### config.mk
export PLATFORM = sky130hd
export DESIGN_NAME = ili9341_frame_scheduler_flat
export DESIGN_NICKNAME = d
export VERILOG_FILES = /design/src/rtl/ili9341_frame_scheduler_if.sv /design/src/rtl/ili9341_frame_scheduler.sv /design/src/flat_wrapper.sv
export SDC_FILE = /design/constraint.sdc
export NUM_CORES = 1
export LEC_CHECK = 0
export CORE_MARGIN = 4
export CORE_UTILIZATION = 41
export DETAILED_ROUTE_END_ITERATION = 16
export HOLD_SLACK_MARGIN = 0.02
export PLACE_DENSITY = 0.8
export SYNTH_ARGS = -nofsm -noshare
export SYNTH_HDL_FRONTEND = slang
export SYNTH_SLANG_ARGS = --single-unit
### constraint.sdc
create_clock -name clk -period 2.31 [get_ports clk]
set_input_delay 0.3465 -clock clk [delete_from_list [all_inputs] [get_ports clk]]
set_output_delay 0.3465 -clock clk [all_outputs]
set_load 0.05 [all_outputs]
### src/rtl/ili9341_frame_scheduler_if.sv
// Frame-scheduler bus: requester side (req/pixels), display-controller side
// (pixel handshake) and the status outputs, grouped for the scheduler port.
interface ili9341_frame_scheduler_if #(
  parameter int NUM_REQ    = 4,
  parameter int PIXEL_SIZE = 16
);
  logic [NUM_REQ-1:0]            req;
  logic [NUM_REQ*PIXEL_SIZE-1:0] req_pixel;
  logic                          pix_ready;
  logic [PIXEL_SIZE-1:0]         pix_data;
  logic                          pix_valid;
  logic [NUM_REQ-1:0]            grant;
  logic                          frame_done;
  logic [7:0]                    frame_count;

  modport master (
    output req, req_pixel, pix_ready,
    input  pix_data, pix_valid, grant, frame_done, frame_count
  );

  modport slave (
    input  req, req_pixel, pix_ready,
    output pix_data, pix_valid, grant, frame_done, frame_count
  );
endinterface

### src/rtl/ili9341_frame_scheduler.sv
// Round-robin frame scheduler: grants one requester a whole frame of
// RESOLUTION pixels to the ILI9341 controller, then rotates priority.
module ili9341_frame_scheduler #(
  parameter int RESOLUTION = 100,
  parameter int PIXEL_SIZE = 16,
  parameter int NUM_REQ    = 4
) (
  input  logic                    clk,
  input  logic                    rst,
  ili9341_frame_scheduler_if.slave bus
);
  localparam int CW = (RESOLUTION > 1) ? $clog2(RESOLUTION) : 1;
  localparam int IW = $clog2(NUM_REQ);
  localparam logic [CW-1:0] LAST = CW'(RESOLUTION - 1);
  localparam logic [IW-1:0] TOP  = IW'(NUM_REQ - 1);

  typedef enum logic [1:0] {IDLE, STREAM, DONE} state_e;

  state_e                state_q, state_d;
  logic [NUM_REQ-1:0]    grant_q, grant_d;
  logic [IW-1:0]         win_q, win_d, ptr_q, ptr_d;
  logic [CW-1:0]         cnt_q, cnt_d;
  logic [7:0]            fcnt_q, fcnt_d;
  logic [PIXEL_SIZE-1:0] pix_q, pix_d, src_pix;
  logic                  valid_q, done_q;
  logic [IW-1:0]         scan_idx, arb_idx;
  logic                  arb_found;

  // Search upward from ptr with wrap; first active requester wins.
  always_comb begin
    arb_found = 1'b0;
    arb_idx   = '0;
    scan_idx  = '0;
    for (int k = 0; k < NUM_REQ; k++) begin
      scan_idx = IW'((int'(ptr_q) + k) % NUM_REQ);
      if (!arb_found && bus.req[scan_idx]) begin
        arb_found = 1'b1;
        arb_idx   = scan_idx;
      end
    end
  end

  always_comb begin
    state_d = state_q;
    grant_d = grant_q;
    win_d   = win_q;
    cnt_d   = cnt_q;
    ptr_d   = ptr_q;
    fcnt_d  = fcnt_q;
    unique case (state_q)
      IDLE: begin
        if (arb_found) begin
          state_d = STREAM;
          win_d   = arb_idx;
          grant_d = {{(NUM_REQ-1){1'b0}}, 1'b1} << arb_idx;
        end
      end
      STREAM: begin
        if (bus.pix_ready) begin
          if (cnt_q == LAST) begin
            // Count and pointer move on entry so DONE already shows them.
            state_d = DONE;
            cnt_d   = '0;
            grant_d = '0;
            fcnt_d  = fcnt_q + 8'd1;
            ptr_d   = (win_q == TOP) ? '0 : win_q + 1'b1;
          end else begin
            cnt_d = cnt_q + 1'b1;
          end
        end
      end
      DONE:    state_d = IDLE;
      default: state_d = IDLE;
    endcase
  end

  always_comb begin
    src_pix = '0;
    for (int i = 0; i < NUM_REQ; i++) begin
      if (win_d == IW'(i)) src_pix = bus.req_pixel[i*PIXEL_SIZE +: PIXEL_SIZE];
    end
    pix_d = (state_d == STREAM) ? src_pix : '0;
  end

  always_ff @(posedge clk or negedge rst) begin
    if (!rst) begin
      state_q <= IDLE;
      grant_q <= '0;
      win_q   <= '0;
      ptr_q   <= '0;
      cnt_q   <= '0;
      fcnt_q  <= '0;
      pix_q   <= '0;
      valid_q <= 1'b0;
      done_q  <= 1'b0;
    end else begin
      state_q <= state_d;
      grant_q <= grant_d;
      win_q   <= win_d;
      ptr_q   <= ptr_d;
      cnt_q   <= cnt_d;
      fcnt_q  <= fcnt_d;
      pix_q   <= pix_d;
      valid_q <= (state_d == STREAM);
      done_q  <= (state_d == DONE);
    end
  end

  assign bus.pix_data    = pix_q;
  assign bus.pix_valid   = valid_q;
  assign bus.grant       = grant_q;
  assign bus.frame_done  = done_q;
  assign bus.frame_count = fcnt_q;
endmodule

### src/flat_wrapper.sv
// flat-port wrapper written by rule: the top's interface ports become plain ports
module ili9341_frame_scheduler_flat 
#(
  parameter int RESOLUTION = 100,
  parameter int PIXEL_SIZE = 16,
  parameter int NUM_REQ    = 4
)
  (clk, rst, bus_req, bus_req_pixel, bus_pix_ready, bus_pix_data, bus_pix_valid, bus_grant, bus_frame_done, bus_frame_count);
  ili9341_frame_scheduler_if #(.NUM_REQ(NUM_REQ), .PIXEL_SIZE(PIXEL_SIZE)) bus_i ();
  input  logic clk;
  input  logic rst;
  input wire logic [$bits(bus_i.req)-1:0] bus_req;
  input wire logic [$bits(bus_i.req_pixel)-1:0] bus_req_pixel;
  input wire logic [$bits(bus_i.pix_ready)-1:0] bus_pix_ready;
  output wire logic [$bits(bus_i.pix_data)-1:0] bus_pix_data;
  output wire logic [$bits(bus_i.pix_valid)-1:0] bus_pix_valid;
  output wire logic [$bits(bus_i.grant)-1:0] bus_grant;
  output wire logic [$bits(bus_i.frame_done)-1:0] bus_frame_done;
  output wire logic [$bits(bus_i.frame_count)-1:0] bus_frame_count;
  assign bus_i.req = bus_req;
  assign bus_i.req_pixel = bus_req_pixel;
  assign bus_i.pix_ready = bus_pix_ready;
  assign bus_pix_data = bus_i.pix_data;
  assign bus_pix_valid = bus_i.pix_valid;
  assign bus_grant = bus_i.grant;
  assign bus_frame_done = bus_i.frame_done;
  assign bus_frame_count = bus_i.frame_count;
  ili9341_frame_scheduler #(.RESOLUTION(RESOLUTION), .PIXEL_SIZE(PIXEL_SIZE), .NUM_REQ(NUM_REQ)) u_core (.clk(clk), .rst(rst), .bus(bus_i));
endmodule
==> impl_summary.md <==
Route
After detailed routing, the average wire length per cell comes to about 15 um. For this run, design rule violations remaining after detail routing come to 0. The total wirelength of the detailed-routed design is 5.53 mm. For this block, the via count after detailed routing is between 1.5k and 2k. The number of nets with antenna violations after detailed routing is 0. The ratio of routed vias to standard cells is just over 5. The detailed router's first-iteration violation count is 86. The first detailed-routing pass took 4 iterations.

Clock network
TritonCTS created 5 clock buffers. The CTS tree is yes. The clock-pin slew on the worst setup and hold paths is around 0.080 ns. The clock reaches the later pin of the worst-skew pair after ~0.29 ns. The maximum number of buffers from clock root to sink is 2. The tree is rooted in a sky130_fd_sc_hd__clkbuf_8. The count of H-tree levels built during CTS is 2. The number of buffers added for setup after CTS is 0. For this design, the sink count on the clock tree is 43.

Final layout
The number of filler cells placed in the layout is about 400. Of the cells placed in the final design, the portion with a size suffix greater than 1 is 0.110. In the layout the commonest cells are sky130_fd_sc_hd__clkdlybuf4s50_1, sky130_fd_sc_hd__dfrtp_1, sky130_fd_sc_hd__mux2i_1.

The net count of the finished layout is about 380. Relative to the synthesized area, the layout overhead comes to 61.0%. The commonest non-fill, non-tap cell in the layout is sky130_fd_sc_hd__clkdlybuf4s50_1. The multi-input combinational cell area is 1020 sq um.

Summing all flip-flop and latch instances after layout gives around 1100 sq um. The number of antenna diodes in the final layout is 0. The design area is approximately 3500 sq um. Once layout is complete, the utilization of the core stands at 0.681.

Die
The number of top-level design ports is approximately 100. The die outline height is just over 80 um. The initial utilization of the core area, before any placement, comes to 0.423.

The die is 80.6 um wide. The core area is roughly 5100 sq um. The die covers 6490 sq um. After floorplanning, the core was divided into 26 placement rows.

Power
In this run the static leakage power is ~1.4 nW. The power per cell area is 604 nW/um^2. The worst-case IR drop observed on VDD is 346 uV. The design draws about 0.0021 W.

GRT
The number of global-route vias before repair is between 1.5k and 2k. The wire length of the first global-routing pass is between 8 and 9 mm. The number of antenna violations at the first check in global routing is 0.

Global routing finished with a remaining overflow of 0. The overall global routing resource usage is 0.178. The pin count of the biggest net entering global routing is 23.

STA
Setup violations remaining at the end of the flow were counted as 0. Across the routed clock network, the largest skew measured is between 0.004 and 0.005 ns. For the pin with the worst max-slew slack, the measured transition is around 0.55 ns. Setup repair after global routing left no endpoint under its margin. The normalized max-slew margin is 0.633. In the finished design, the share of the clock period the worst path needs comes to 0.897.

The clock period minus worst slack is 2.07 ns. The number of failing hold endpoints at the final stage is 0. The final number of max-transition violations is 0. Static timing analysis puts the maximum clock frequency at ~0.48 GHz.

Job
The tool flagged a number of max-cap violations equal to 0.

Synth
The count of state elements after synthesis is 43. The number of nets handed over by synthesis was around 260. The number of synthesized flops with an enable pin is 0. The post-synthesis sequential area ratio is 0.499. After synthesis the cells add up to roughly 2200 sq um.

The post-synthesis average cell area is between 10 and 15 sq um. Counting every instance in the synthesized netlist gives 190. The fraction of registers with async set/reset is 1.00.

After synthesis, the netlist uses 35 different library cells. For this run, the leading register cell type out of synthesis is sky130_fd_sc_hd__dfrtp_1. The number of warning messages in the yosys log is 0.

Critical path
The slowest stage of the critical path belongs to the cell sky130_fd_sc_hd__a311oi_1. The startpoint type of the worst setup path is a flip-flop. The origin of the critical flop-to-flop path is u_core.cnt_q[0]. Counting both buffers and inverters, the worst setup path holds a total of 1.

In this run the worst setup path begins at u_core.cnt_q[0]. Walking the worst path, the cells encountered are ha_1 -> nand4b_1 -> nor3_2 -> a311oi_1 -> o211ai_2 -> buf_4 -> o22ai_1. The required time at the worst-slack endpoint is ~2.5 ns. The worst endpoint data arrival time is between 2 and 2.5 ns. In this run the worst path has a maximum fanout of 16.

The maximum single-stage delay on the critical path is about 0.5 ns. The kind of critical path is reg2reg. The endpoint type of the worst setup path is a flip-flop. The kind of cell adding the most delay to the critical path is compound AO/OA/AOI/OAI gates.

Placed design
The congestion estimate from routability-driven global placement came to roughly 0.75. In this run the cell area measured after placement is around 3300 sq um. Detailed placement finished with a half-perimeter wire length of 4.34 mm. The number of buffers added on ports is 100.

Min path
In this run the most critical hold path is launched from u_core.bus.frame_count[7]. The path class of the lowest-slack min-delay path is reg2reg.

Status
The run finished with clean final reports.
-- metal layers --
layer	part of all wire	vias to the layer above	global-route usage
met2	0.51	92	0.327
met1	0.37	906	0.188
met5	0	-	0
met3	0.10	7	0.0661
met4	0.015	0	0.0524
li1	-	943	-
-- cells in the mapped netlist (3+ instances only) --
master,n,area share
sky130_fd_sc_hd__buf_6,4,0.021
sky130_fd_sc_hd__nand2_1,20,0.035
sky130_fd_sc_hd__inv_1,3,0.0052
sky130_fd_sc_hd__o22ai_1,16,0.046
sky130_fd_sc_hd__nor2_1,3,0.0052
sky130_fd_sc_hd__and3_1,3,0.0087
sky130_fd_sc_hd__dfrtp_1,43,0.50
sky130_fd_sc_hd__a21oi_1,3,0.0070
sky130_fd_sc_hd__buf_2,3,0.0070
sky130_fd_sc_hd__nand4_1,8,0.023
sky130_fd_sc_hd__mux2i_1,32,0.15
sky130_fd_sc_hd__o21ai_0,9,0.021
sky130_fd_sc_hd__nor2b_1,3,0.0087
sky130_fd_sc_hd__xnor2_1,9,0.037
sky130_fd_sc_hd__ha_1,3,0.017
sky130_fd_sc_hd__a311oi_1,3,0.012
-- per-stage QoR --
| stage | hold WS, ns | setup TNS (ns) | std cells | worst slack (ns) |
|---|---|---|---|---|
| after floorplan | 0.0509 | 0 | 190 | 0.359 |
| after global placement | 0.326 | -0.360 | 370 | -0.0570 |
| after detailed placement | 0.332 | -1.72 | 370 | -0.131 |
| after CTS | 0.478 | 0 | 379 | 0.173 |
| after global routing | 0.503 | 0 | 379 | 0.0462 |
| final | 0.470 | 0 | 379 | 0.237 |
-- timing repair --
action,4_1_cts,5_1_grt
endpoints found under the setup margin,0,15
gates resized for setup,0,1
hold buffers,1,0
endpoints found under the hold margin,20,0
-- final timing paths --
kind	to	cells after the start	slack, ns
min	u_core.bus.frame_count[7]	1	0.47
max in group asynchronous	u_core.bus.frame_count[2]	3	1.24
min in group asynchronous	u_core.cnt_q[4]	2	0.53
max reg2reg	u_core.bus.pix_data[10]	7	0.24
min reg2reg	u_core.bus.frame_count[7]	1	0.47
max	u_core.bus.pix_data[10]	7	0.24
-- power by group --
part	switching [W]	internal, W
registers	0.0000693	0.000837
clock network	0.000263	0.000322
logic	0.000313	0.000296
total	0.000645	0.00146
-- sequential cells by signal, summed over array words and instances, names as in the netlist --
register and cells:
u_core.bus.pix_data 16, u_core.ptr_q 2, u_core.bus.grant 4, u_core.bus.frame_count 8
u_core.cnt_q 7, u_core.win_q 2, u_core.bus.frame_done 1, u_core.state_q 2
u_core.bus.pix_valid 1
-- kinds of logic after synthesis --
logic type / Yosys count / share of synthesized area
simple gates: 52 / 0.126
flops: 43 / 0.499
compound gates: 41 / 0.140
mux: 32 / 0.148
buf+inv: 10 / 0.0330
xor+xnor: 9 / 0.0365
fa+ha+maj: 3 / 0.0174
-- cell type report --
cell class / count / share of cell area
sequential: 43 / 0.310
multi-input combinational: 137 / 0.293
clock inverter: 3 / 0.0126
tap: 70 / 0.0252
inverter: 3 / 0.00324
clock buffer: 5 / 0.0198
timing repair buffer: 118 / 0.337
Power figures use the tool's default switching activity.
